[src/rtl/ctrl_pipe_d_x.sv]
// D-to-X control pipeline register with flush, load-use bubble and memory-freeze handling.
// Optional stall/flush performance counters are enabled by defining CTRL_PIPE_PERF_CNT_EN.
module ctrl_pipe_d_x #(
  parameter int CNT_W = 32
) (
  input  logic             clk,
  input  logic             rst_n,
  input  logic             valid_d,
  input  logic             reg_we_d,
  input  logic [1:0]       wb_sel_d,
  input  logic             mem_we_d,
  input  logic [4:0]       rd_d,
  input  logic [4:0]       rs1_d,
  input  logic [4:0]       rs2_d,
  input  logic             use_rs1_d,
  input  logic             use_rs2_d,
  input  logic             flush_x,
  input  logic             mem_busy,
`ifdef CTRL_PIPE_PERF_CNT_EN
  input  logic             cnt_clr,
`endif
  output logic             valid_x,
  output logic             reg_we_x,
  output logic             mem_we_x,
  output logic [1:0]       wb_sel_x,
  output logic [4:0]       rd_x,
  output logic             stall_fd
`ifdef CTRL_PIPE_PERF_CNT_EN
  ,
  output logic [CNT_W-1:0] stall_cnt,
  output logic [CNT_W-1:0] flush_cnt
`endif
);

  logic       lu_s;
  logic       nxt_valid_s;
  logic       nxt_reg_we_s;
  logic       nxt_mem_we_s;
  logic [1:0] nxt_wb_sel_s;
  logic [4:0] nxt_rd_s;

  // Load-use detection against the load currently held in X
  always_comb begin
    lu_s = 1'b0;
    if (valid_x && reg_we_x && (wb_sel_x == 2'd1) && (rd_x != 5'd0) && valid_d) begin
      lu_s = (use_rs1_d && (rs1_d == rd_x)) || (use_rs2_d && (rs2_d == rd_x));
    end else begin
      lu_s = 1'b0;
    end
  end

  assign stall_fd = mem_busy | (~flush_x & lu_s);

  // Candidate X bundle from D; invalid D collapses to a bubble, x0 writes are suppressed
  always_comb begin
    nxt_valid_s  = 1'b0;
    nxt_reg_we_s = 1'b0;
    nxt_mem_we_s = 1'b0;
    nxt_wb_sel_s = 2'd0;
    nxt_rd_s     = 5'd0;
    if (valid_d) begin
      nxt_valid_s  = 1'b1;
      nxt_reg_we_s = reg_we_d & (rd_d != 5'd0);
      nxt_mem_we_s = mem_we_d;
      nxt_wb_sel_s = wb_sel_d;
      nxt_rd_s     = rd_d;
    end else begin
      nxt_valid_s  = 1'b0;
    end
  end

  // X-stage register: freeze, bubble or advance, in that priority
  always_ff @(posedge clk or negedge rst_n) begin
    if (!rst_n) begin
      valid_x  <= 1'b0;
      reg_we_x <= 1'b0;
      mem_we_x <= 1'b0;
      wb_sel_x <= 2'd0;
      rd_x     <= 5'd0;
    end else if (mem_busy) begin
      valid_x  <= valid_x;
      reg_we_x <= reg_we_x;
      mem_we_x <= mem_we_x;
      wb_sel_x <= wb_sel_x;
      rd_x     <= rd_x;
    end else if (flush_x || lu_s) begin
      valid_x  <= 1'b0;
      reg_we_x <= 1'b0;
      mem_we_x <= 1'b0;
      wb_sel_x <= 2'd0;
      rd_x     <= 5'd0;
    end else begin
      valid_x  <= nxt_valid_s;
      reg_we_x <= nxt_reg_we_s;
      mem_we_x <= nxt_mem_we_s;
      wb_sel_x <= nxt_wb_sel_s;
      rd_x     <= nxt_rd_s;
    end
  end

`ifdef CTRL_PIPE_PERF_CNT_EN
  localparam logic [CNT_W-1:0] CNT_MAX = {CNT_W{1'b1}};
  localparam logic [CNT_W-1:0] CNT_ONE = {{(CNT_W-1){1'b0}}, 1'b1};

  // Saturating counters; the flush bubble takes precedence over the load-use bubble
  always_ff @(posedge clk or negedge rst_n) begin
    if (!rst_n) begin
      stall_cnt <= {CNT_W{1'b0}};
      flush_cnt <= {CNT_W{1'b0}};
    end else if (cnt_clr) begin
      stall_cnt <= {CNT_W{1'b0}};
      flush_cnt <= {CNT_W{1'b0}};
    end else if (!mem_busy && flush_x) begin
      if (flush_cnt != CNT_MAX) begin
        flush_cnt <= flush_cnt + CNT_ONE;
      end else begin
        flush_cnt <= flush_cnt;
      end
    end else if (!mem_busy && lu_s) begin
      if (stall_cnt != CNT_MAX) begin
        stall_cnt <= stall_cnt + CNT_ONE;
      end else begin
        stall_cnt <= stall_cnt;
      end
    end else begin
      stall_cnt <= stall_cnt;
      flush_cnt <= flush_cnt;
    end
  end
`endif

endmodule

[config.mk]
export PLATFORM = sky130hd
export DESIGN_NAME = ctrl_pipe_d_x
export DESIGN_NICKNAME = d
export VERILOG_FILES = /design/src/rtl/ctrl_pipe_d_x.sv
export SDC_FILE = /design/constraint.sdc
export NUM_CORES = 1
export LEC_CHECK = 0
export CAP_MARGIN = 20
export CELL_PAD_IN_SITES_DETAIL_PLACEMENT = 0
export CELL_PAD_IN_SITES_GLOBAL_PLACEMENT = 1
export CORE_MARGIN = 1.5
export CORE_UTILIZATION = 41
export CTS_BUF_LIST = sky130_fd_sc_hd__clkbuf_2 sky130_fd_sc_hd__clkbuf_4 sky130_fd_sc_hd__clkbuf_8
export CTS_CLUSTER_DIAMETER = 40
export DETAILED_ROUTE_END_ITERATION = 8
export DONT_BUFFER_PORTS = 1
export GPL_TIMING_DRIVEN = 1
export PLACE_DENSITY_LB_ADDON = 0.1
export SLEW_MARGIN = 10
export SYNTH_ARGS = -nofsm -noshare
export SYNTH_HDL_FRONTEND = slang
export SYNTH_SLANG_ARGS = --single-unit
[constraint.sdc]
create_clock -name clk -period 1.5 [get_ports clk]
set_input_delay 0.075 -clock clk [delete_from_list [all_inputs] [get_ports clk]]
set_output_delay 0.075 -clock clk [all_outputs]
set_load 0.03 [all_outputs]
==> summary.txt <==
Yosys
  – Mapped Cells: 69
  – Syn nets: 95
  – Seq/Total Area, Yosys: 37.2%
  – #FFs+latches synth: 10
  – Count of cell types in the netlist: 21
  – Synth warnings: 0
  – Post-synthesis average cell area: 9.76 um2
  – Synthesized cell area: 673 um2

Routing
  – DRC viols: 0
  – Routed WL: 2.12 mm
  – Pre-Repair DR Iteration Count: 4
  – Routed len/inst: 18.7 um
  – Starting DRT DRC Count: 6
  – DR vias: 674
  – Drt via density: 5.96
  – Post-DRT Antenna Nets: 0

STA
  – Fmax: 561 MHz
  – Post-route setup slack: -282 ps
  – Final setup viols: 11
  – Period utilization: 119%
  – Layout Skew: 5.28 ps
  – Rel. slew slack: 62.9%
  – Fin. max-slew vios: 0
  – Final hold viol count: 0
  – Tightest Pin Transition: 554 ps
  – RSZ-0062 raised after global routing: yes
  – Final min period: 1780 ps

Cells and area
  – Synth-to-Final Area Change: 55.8%
  – Nets: 124
  – Commonest non-fill, non-tap cell in the layout: buf_4
  – Filler cell count: 129
  – Most frequent cells in the layout: buf_4 (16), nand2_1 (11), xnor2_1 (10), dlygate4sd3_1 (10)
  – Ant. Diodes: 0
  – Fraction of layout cells with a size suffix above 1: 50.5%

Floorplan
  – # IOs: 37
  – DIE AREA: 1890 um2
  – Die W: 43.5 um
  – Starting Density: 44.2%
  – Core area: 1520 um2
  – Row Count: 14
  – Die height: 43.5 um

Pwr
  – Combinational share of power: 34.2%
  – P_leak: 0.410 nW
  – Sw frac: 32.8%
  – Net Sw Power: 0.285 mW
  – Max IR drop VDD: 0.523 mV
  – Int Power: 0.582 mW
  – Power per cell area: 827 nW/um2
  – Sequential power share: 37.6%
  – Pwr Total: 0.867 mW
  – Clk pwr share: 28.2%

Outcome
  – Violated checks: setup timing
  – Status: finished with violations

Worst setup path
  – Critical path arrival: 1710 ps
  – Crit path capture type: output port
  – Critical path launch point type: register
  – Setup CP Type: reg2out
  – Worst-path fanout max: 2
  – Worst r2r path cells: 6
  – Critical Path RT: 1420 ps
  – Worst R2R Setup Slack: -220 ps

Min path
  – Hold crit path type: in2reg
  – WHS Path Cells: 2

CTS
  – Clock Sinks: 10
  – CTS tree: yes
  – CTS H-tree lvls: 1
  – Worst-path clk slew: 70 ps
  – Root Buffer Master: clkbuf_4
  – Clk_lat worst skew: 270 ps
  – CTS Buffer Depth: 2
  – CTS buffer count: 3

Run
  – Max-cap violations: 0

Global route
  – Initial antenna violation count: 0
  – Largest net degree at the start of global routing: 19
  – Gr usage total: 25.1%
  – First-pass GRT wire length: 3.39 mm
  – GRT overflow: 0
  – Vias in the first global route: 733

Placed design
  – Routability cong.: 0.789
  – PortBufs: 0
  – Place WS: -71.1 ps
## area by class of cell
cell class	count	area, um2	area share, %
Clock buffer	4	36.3	3.46
Multi-Input combinational cell	54	473	45.1
Sequential cell	10	256	24.5
Tap cell	16	20.0	1.91
Timing Repair Buffer	29	263	25.1
## logic make-up (layout without fill, tap and decap cells)
kind of cell / Yosys count / after routing / synth area share, %
and+or+nand+nor: 20 / 20 / 15.1
AOI/OAI and AO/OA: 23 / 23 / 28.6
xor gates and xnor gates: 10 / 10 / 13.0
buffers and inverters: 5 / 33 / 4.65
muxes: 1 / 1 / 1.49
DFF: 10 / 10 / 37.2
## routing by layer
layer / vias up / GRT usage (%) / part of all wire, %
met5: - / 0 / 0
met4: 0 / 13.3 / 1.7
met3: 4 / 5.00 / 4.5
met2: 24 / 43.9 / 52
met1: 328 / 28.6 / 41
li1: 318 / - / -
## critical path, stage by stage, from the launching register on
cell      delay [ps]
dfrtp_2          400
or4_4            540
o211ai_4         190
nor2_2            60
a21o_4           250
## Yosys cell counts
library cell | number | area, um2
a21o_1 | 1 | 7.51
a21oi_2 | 1 | 8.76
a32oi_1 | 9 | 78.8
and4b_1 | 1 | 10.0
buf_2 | 4 | 20.0
buf_6 | 1 | 11.3
dfrtp_1 | 10 | 250
mux2i_1 | 1 | 10.0
nand2_1 | 11 | 41.3
nand4_1 | 2 | 12.5
nor2_1 | 1 | 3.75
nor2_2 | 1 | 6.26
nor2b_1 | 2 | 12.5
o211ai_2 | 1 | 12.5
o21a_1 | 1 | 7.51
o21ai_0 | 1 | 5.00
o21ai_1 | 1 | 5.00
o21ai_2 | 7 | 61.3
o22ai_1 | 1 | 6.26
or4_1 | 2 | 15.0
xnor2_1 | 10 | 87.6
## stage by stage
step | instance area [um2] | setup TNS [ps] | hold slack, ps | utilization (%) | instances
2_1_floorplan | 681 | -910 | -221 | - | 69
3_3_place_gp | 817 | -112 | -220 | 53.6 | 98
3_5_place_dp | 817 | -573 | -220 | 53.6 | 98
4_1_cts | 1040 | -1800 | 2.09 | 68.1 | 113
5_1_grt | 1050 | -2500 | 19.5 | 68.8 | 113
6_report | 1050 | -1860 | 16.8 | 68.8 | 113
## repair_timing
| item | CTS | global route |
|---|---|---|
| buffers inserted | 1 | 0 |
| pin swaps | 9 | 3 |
| gates cloned | 0 | 0 |
| hold endpoints to repair | 20 | 0 |
| hold buffers | 10 | 0 |
| gates resized for setup | 13 | 2 |
| setup endpoints to repair | 11 | 11 |
## flip-flops by register name (all words and copies together) (netlist names)
signal    count
reg_we_x      1
rd_x          5
valid_x       1
mem_we_x      1
wb_sel_x      2
## power groups by stage
stage               Sequential, mW  Combinational (mW)  Clock, mW
floorplan                    0.382               0.101          0
global route                 0.329               0.314      0.258
detailed placement           0.327               0.232          0
CTS                          0.323               0.289      0.248
global placement             0.327               0.230          0
finish                       0.326               0.296      0.245
## worst paths after layout
check,from,end
max,rd_x[1],stall_fd
min reg2reg,rd_x[0],rd_x[0]
max in group asynchronous,rst_n,rd_x[3]
min in group asynchronous,rst_n,reg_we_x
max reg2reg,rd_x[1],rd_x[2]
min,mem_busy,valid_x
Power figures use the tool's default switching activity.
